**src/rtl/br_flow_demux_select.sv**
```systemverilog
// br_flow_demux_select
//
// Steers a single push flow to one of NumFlows registered pop flows. The
// destination is chosen by a binary select index. Each pop flow has one output
// register stage, so a push appears on its pop flow one cycle after it is
// accepted. A pop transfer and a push transfer can happen on the same flow in
// the same cycle, which sustains one transfer per cycle.
//
// Parameters:
//   NumFlows                       number of pop flows (>= 2)
//   Width                          payload width in bits (>= 1)
//   EnableCoverPushBackpressure    1: cover push backpressure; 0: assert no backpressure
//   EnableAssertPushValidStability 1: push_valid must hold while backpressured
//   EnableAssertPushDataStability  1: push_data must hold while backpressured
//   EnableAssertSelectStability    1: select must hold while backpressured; 0: cover changes
//   EnableAssertPushDataKnown      1: push_data must be known while push_valid
//   EnableAssertFinalNotValid      1: all pop flows must be empty at end of simulation
//
// Ports:
//   clk         clock, rising edge
//   rst         synchronous active-high reset
//   select      binary index of the destination pop flow
//   push_ready  push handshake ready (combinational)
//   push_valid  push handshake valid
//   push_data   push payload
//   pop_ready   per-flow pop ready
//   pop_valid   per-flow pop valid (registered)
//   pop_data    per-flow pop payload, flow i in bits [i*Width +: Width] (registered)

module br_flow_demux_select #(
  parameter int NumFlows                       = 2,
  parameter int Width                          = 1,
  parameter int EnableCoverPushBackpressure    = 1,
  parameter int EnableAssertPushValidStability = EnableCoverPushBackpressure,
  parameter int EnableAssertPushDataStability  = EnableAssertPushValidStability,
  parameter int EnableAssertSelectStability    = 0,
  parameter int EnableAssertPushDataKnown      = 1,
  parameter int EnableAssertFinalNotValid      = 1,
  localparam int SelWidth                      = $clog2(NumFlows)
) (
  input  logic                      clk,
  input  logic                      rst,
  input  logic [SelWidth-1:0]       select,
  output logic                      push_ready,
  input  logic                      push_valid,
  input  logic [Width-1:0]          push_data,
  input  logic [NumFlows-1:0]       pop_ready,
  output logic [NumFlows-1:0]       pop_valid,
  output logic [NumFlows*Width-1:0] pop_data
);

  // ---------------------------------------------------------------------------
  // Elaboration-time parameter checks
  // ---------------------------------------------------------------------------
  if (NumFlows < 2) begin : gen_bad_num_flows
    $fatal(1, "br_flow_demux_select: NumFlows must be at least 2");
  end
  if (Width < 1) begin : gen_bad_width
    $fatal(1, "br_flow_demux_select: Width must be at least 1");
  end

  // ---------------------------------------------------------------------------
  // Pop flow registers
  // ---------------------------------------------------------------------------
  logic [NumFlows-1:0]            valid_q, valid_d;
  logic [NumFlows-1:0][Width-1:0] data_q, data_d;

  // ---------------------------------------------------------------------------
  // Select decode
  // ---------------------------------------------------------------------------
  // The one-hot decode covers only legal indices, so an out-of-range select
  // (possible when NumFlows is not a power of two) decodes to all zeros and
  // therefore reads as an empty, not-ready destination.
  logic [NumFlows-1:0] sel_onehot;
  logic                sel_valid;
  logic                sel_pop_ready;
  logic                select_in_range;
  logic                range_violation;

  always_comb begin
    sel_onehot    = '0;
    sel_valid     = 1'b0;
    sel_pop_ready = 1'b0;
    for (int i = 0; i < NumFlows; i++) begin
      if (select == SelWidth'(i)) begin
        sel_onehot[i] = 1'b1;
        sel_valid     = valid_q[i];
        sel_pop_ready = pop_ready[i];
      end
    end
  end

  assign select_in_range = |sel_onehot;
  assign range_violation = push_valid & ~select_in_range;

  // ---------------------------------------------------------------------------
  // Handshakes
  // ---------------------------------------------------------------------------
  // The selected stage can take new data when it is empty or being drained
  // this cycle. Reset does not gate this; the stage contents are simply
  // discarded by the register update below.
  assign push_ready = select_in_range & (~sel_valid | sel_pop_ready);

  logic                push_xfer;
  logic [NumFlows-1:0] push_xfer_flow;
  logic [NumFlows-1:0] pop_xfer_flow;

  assign push_xfer      = push_valid & push_ready;
  assign push_xfer_flow = sel_onehot & {NumFlows{push_xfer}};
  assign pop_xfer_flow  = valid_q & pop_ready;

  // ---------------------------------------------------------------------------
  // Next-state logic
  // ---------------------------------------------------------------------------
  // A push into a flow wins over a pop on the same flow: the stage stays full
  // and takes the new payload, so back-to-back traffic has no bubbles.
  always_comb begin
    valid_d = valid_q;
    data_d  = data_q;
    for (int i = 0; i < NumFlows; i++) begin
      if (push_xfer_flow[i]) begin
        valid_d[i] = 1'b1;
        data_d[i]  = push_data;
      end else if (pop_xfer_flow[i]) begin
        valid_d[i] = 1'b0;
      end
    end
  end

  always_ff @(posedge clk) begin
    if (rst) begin
      valid_q <= '0;
      data_q  <= '0;
    end else begin
      valid_q <= valid_d;
      data_q  <= data_d;
    end
  end

  // ---------------------------------------------------------------------------
  // Outputs
  // ---------------------------------------------------------------------------
  assign pop_valid = valid_q;
  assign pop_data  = data_q;

  // ---------------------------------------------------------------------------
  // Assertions and covers
  // ---------------------------------------------------------------------------
`ifndef SYNTHESIS
  if (EnableCoverPushBackpressure != 0) begin : gen_cov_push_bp
    cov_push_backpressure : cover property (@(posedge clk) disable iff (rst)
      push_valid && !push_ready);
  end else begin : gen_asrt_no_push_bp
    asrt_no_push_backpressure : assert property (@(posedge clk) disable iff (rst)
      push_valid |-> push_ready)
      else $error("br_flow_demux_select: push backpressure not allowed");
  end

  if (EnableAssertPushValidStability != 0) begin : gen_asrt_valid_stable
    asrt_push_valid_stable : assert property (@(posedge clk) disable iff (rst)
      (push_valid && !push_ready) |=> push_valid)
      else $error("br_flow_demux_select: push_valid dropped while backpressured");
  end

  if (EnableAssertPushDataStability != 0) begin : gen_asrt_data_stable
    asrt_push_data_stable : assert property (@(posedge clk) disable iff (rst)
      (push_valid && !push_ready) |=> $stable(push_data))
      else $error("br_flow_demux_select: push_data changed while backpressured");
  end

  if (EnableAssertSelectStability != 0) begin : gen_asrt_select_stable
    asrt_select_stable : assert property (@(posedge clk) disable iff (rst)
      (push_valid && !push_ready) |=> $stable(select))
      else $error("br_flow_demux_select: select changed while backpressured");
  end else begin : gen_cov_select_change
    cov_select_change : cover property (@(posedge clk) disable iff (rst)
      (push_valid && !push_ready) ##1 (select != $past(select)));
  end

  if (EnableAssertPushDataKnown != 0) begin : gen_asrt_data_known
    asrt_push_data_known : assert property (@(posedge clk) disable iff (rst)
      push_valid |-> !$isunknown(push_data))
      else $error("br_flow_demux_select: push_data unknown while push_valid");
  end

  // Reported as a warning so the event is visible without stopping a run.
  asrt_select_in_range : assert property (@(posedge clk) disable iff (rst)
    !range_violation)
    else $warning("br_flow_demux_select: push_valid with select out of range");

  for (genvar i = 0; i < NumFlows; i++) begin : gen_flow_covers
    cov_push_xfer : cover property (@(posedge clk) disable iff (rst)
      push_xfer_flow[i]);
    cov_push_pop_xfer : cover property (@(posedge clk) disable iff (rst)
      push_xfer_flow[i] && pop_xfer_flow[i]);
  end

  if (EnableAssertFinalNotValid != 0) begin : gen_asrt_final
    final begin
      asrt_final_not_valid : assert (valid_q == '0)
        else $error("br_flow_demux_select: pop_valid set at end of simulation");
    end
  end
`endif

endmodule

```
**config.mk**
```make
export PLATFORM = sky130hd
export DESIGN_NAME = br_flow_demux_select
export DESIGN_NICKNAME = d
export VERILOG_FILES = /design/src/rtl/br_flow_demux_select.sv
export SDC_FILE = /design/constraint.sdc
export NUM_CORES = 1
export LEC_CHECK = 0
export ABC_AREA = 1
export CAP_MARGIN = 20
export CORE_AREA = 2 2 39 41
export DETAILED_ROUTE_END_ITERATION = 8
export DIE_AREA = 0 0 41 43
export PLACE_DENSITY_LB_ADDON = 0.12
export SYNTH_ARGS = -nofsm -noshare
export SYNTH_HDL_FRONTEND = slang
export SYNTH_SLANG_ARGS = --single-unit
```
**constraint.sdc**
```tcl
create_clock -name clk -period 0.8 [get_ports clk]
set_input_delay 0.24 -clock clk [delete_from_list [all_inputs] [get_ports clk]]
set_output_delay 0.24 -clock clk [all_outputs]
set_load 0.05 [all_outputs]
```
==> reports/qor.csv <==
metric;value;unit
WP data arrival;0.90;ns
Lkg Pwr;0.2933;nW
Overall Global Routing Usage;0.09337;
core region area;1384;um2
initial antenna violation count;0;
CP Class;flop to primary output;
Worst-Margin Slew;0.2736;ns
clk_lat worst skew;0.23;ns
CTS Buf Count;3;
post-synthesis xor/xnor area fraction;0;
DPL Wire Length;481.1;um
Area Overhead vs Synth;158.1;%
synthesized-area fraction occupied by adder cells;0;
num rows;14;
Hold Buf Count CTS;0;
post-synthesis mux area share;0;
H-tree depth;1;
Critical Path End;push_ready;
total number of vias;274;
Worst Setup SP;pop_valid[0];
largest net degree at the start of global routing;5;
global route overflow;0;
cell depth of the worst setup path;4;
Worst setup SP type;flop;
CTS tree;done;
min Tclk post-route;1.136;ns
Post-Synth Simple-Gate Area;0.4360;
Worst Setup End Kind;primary output;
final core utilization;0.4014;
router iterations before antenna repair;3;
Post-Route WL;694;um
complex-gate fraction of the synthesized area;0;
diodes inserted;0;
Final ANT Viol Nets;0;
Slew Viols, Final;0;
Post-Syn Instances;34;
DR WL/cell;9.639;um
hold_ws;0.5404;ns
IO Pins;12;
Final GP Congestion;0.6323;
register area share after synthesis;0.3721;
Power Dens Cells;1360;nW/um2
Via density;3.806;
Unique masters post-synth;8;
Die ar.;1763;um2
reg-to-reg slack, setup;-0.15;ns
synthesized area;215.2;um2
placed cell area;473.0;um2
DRT iter0 DRCs;1;
final setup vio count;9;
vias in the first global route;256;
Placement Setup Slack;-0.5571;ns
syn nets;41;
Worst Path Required;0.56;ns
RR Startpoint;pop_valid[1];
FF+latch count, synth;4;
largest family of logic cells by synthesized area;simple AND/OR/NAND/NOR gates;
crit path buf inv count;1;
Hold Startpoint;pop_data[1];
Synth Warn #;0;
family with the most delay on the worst path;flip-flops;
slowest stage delay, CP;0.35;ns
drt drc;0;
CP dominant cell by count;nand2_4;
Max stage delay cell, worst path;dfxtp_4;
Slew HR;0.8176;
I/O Buffers;11;
Die W;41;um
global-route wire length before repair;1028;um
Max clock buf depth;2;
crit path max fanout;2;
maximum vdd drop;0.0004828;V
RSZ-0062 raised after global routing;yes;
fin crit share;1.420;
die span in y;43;um
layout cells sized above 1;0.6607;
Setup Total Neg Slack;-1.745;ns
failing checks;setup timing;
number of nets in the layout;65;
status;finished, violations left;
Max Clk Rate;880.0;MHz
clock slew at reported path FFs;0.04;ns
Initial Util;0.1555;
clock skew;0.00007433;ns
Root Driver;clkbuf_4;
post-route design area;555.5;um2
Setup WS post-layout;-0.3364;ns
clock sinks;4;
Final Hold Fails;0;
type of the most critical hold path;flop to flop;
critical-path cell list;nand2_4, nand2_4, nand2_4, buf_12;
Avg Cell Area, Syn;6.330;um2
RR Endpoint;pop_data[1];
reg2reg path depth;7;
max-cap violations;0;
## worst min path at each step
stage | to | slack, ns | cells past startpoint
after detailed placement | pop_data[1] | 0.53 | 4
after global placement | pop_data[1] | 0.53 | 4
after global routing | pop_data[0] | 0.58 | 4
after CTS | pop_data[1] | 0.53 | 4
after floorplan | pop_valid[0] | 0.41 | 3
final | pop_data[1] | 0.54 | 4
## cell usage after synthesis, drive strengths merged
library cell / number / area (um2)
nand2: 13 / 53.80
inv: 11 / 41.29
dfxtp: 4 / 80.08
nand3: 2 / 20.02
nand4: 2 / 12.51
nor2: 2 / 7.510
## report_power, final
group	total, W	switching, W	internal [W]	leakage [nW]
registers	0.000225	0.0000125	0.000213	0.0350
clock network	0.000250	0.0000824	0.000168	0.0138
logic	0.000280	0.000141	0.000139	0.244
total	0.000756	0.000236	0.000520	0.293
## repair_timing
item / CTS / global route
setup endpoints to repair: 9 / 9
pin swaps: 4 / 4
resized for setup: 11 / 11
setup buffers: 1 / 2
cloned: 0 / 0
## cell type report
class | instances | area, um2
fill | 158 | 828.3
multi-input combinational | 19 | 153.9
inverter | 11 | 41.29
sequential | 4 | 90.09
clock buffer | 3 | 22.52
tap | 16 | 20.02
timing repair buffer | 19 | 227.7
## tightest hold or removal path, delay by kind of cell, from the launching register on
| kind | cells | cell delay, ns |
|---|---|---|
| simple gates | 2 | 0.07 |
| buf+inv | 2 | 0.10 |
| flops | 1 | 0.32 |
## placed cells by master, fill, tap and decap left out, types with 2 or more instances in the layout
| cell type | count |
|---|---|
| inv_1 | 6 |
| inv_2 | 5 |
| nand2_4 | 5 |
| buf_12 | 5 |
| buf_4 | 5 |
| nand2_2 | 4 |
| nand2_1 | 4 |
| clkbuf_4 | 3 |
| dlygate4sd2_1 | 3 |
| buf_6 | 3 |
| nand3_4 | 2 |
| nand4_1 | 2 |
| clkdlybuf4s50_1 | 2 |
| dfxtp_2 | 2 |
| dfxtp_4 | 2 |
## kinds of logic after synthesis
logic type             after synthesis
and+or+nand+nor                     19
buffers and inverters               11
DFF                                  4
## per-stage QoR
stage | std cells | power, W
2_1_floorplan | 34 | 0.0003395
5_1_grt | 72 | 0.0008104
6_report | 72 | 0.0007556
3_5_place_dp | 67 | 0.0004779
4_1_cts | 71 | 0.0007495
3_3_place_gp | 67 | 0.0004744
## registers in the layout, summed over array words and instances (netlist names)
| signal | flops |
|---|---|
| pop_valid | 2 |
| pop_data | 2 |
## routing by layer
metal  GRT usage  up-vias  share of wire
met4      0.1000        0         0.0072
met2      0.1281        8           0.54
met5           0        -              0
li1            -      144              -
met1     0.09968      120           0.37
met3     0.03141        2          0.072
(Power assumes the default switching activity.)
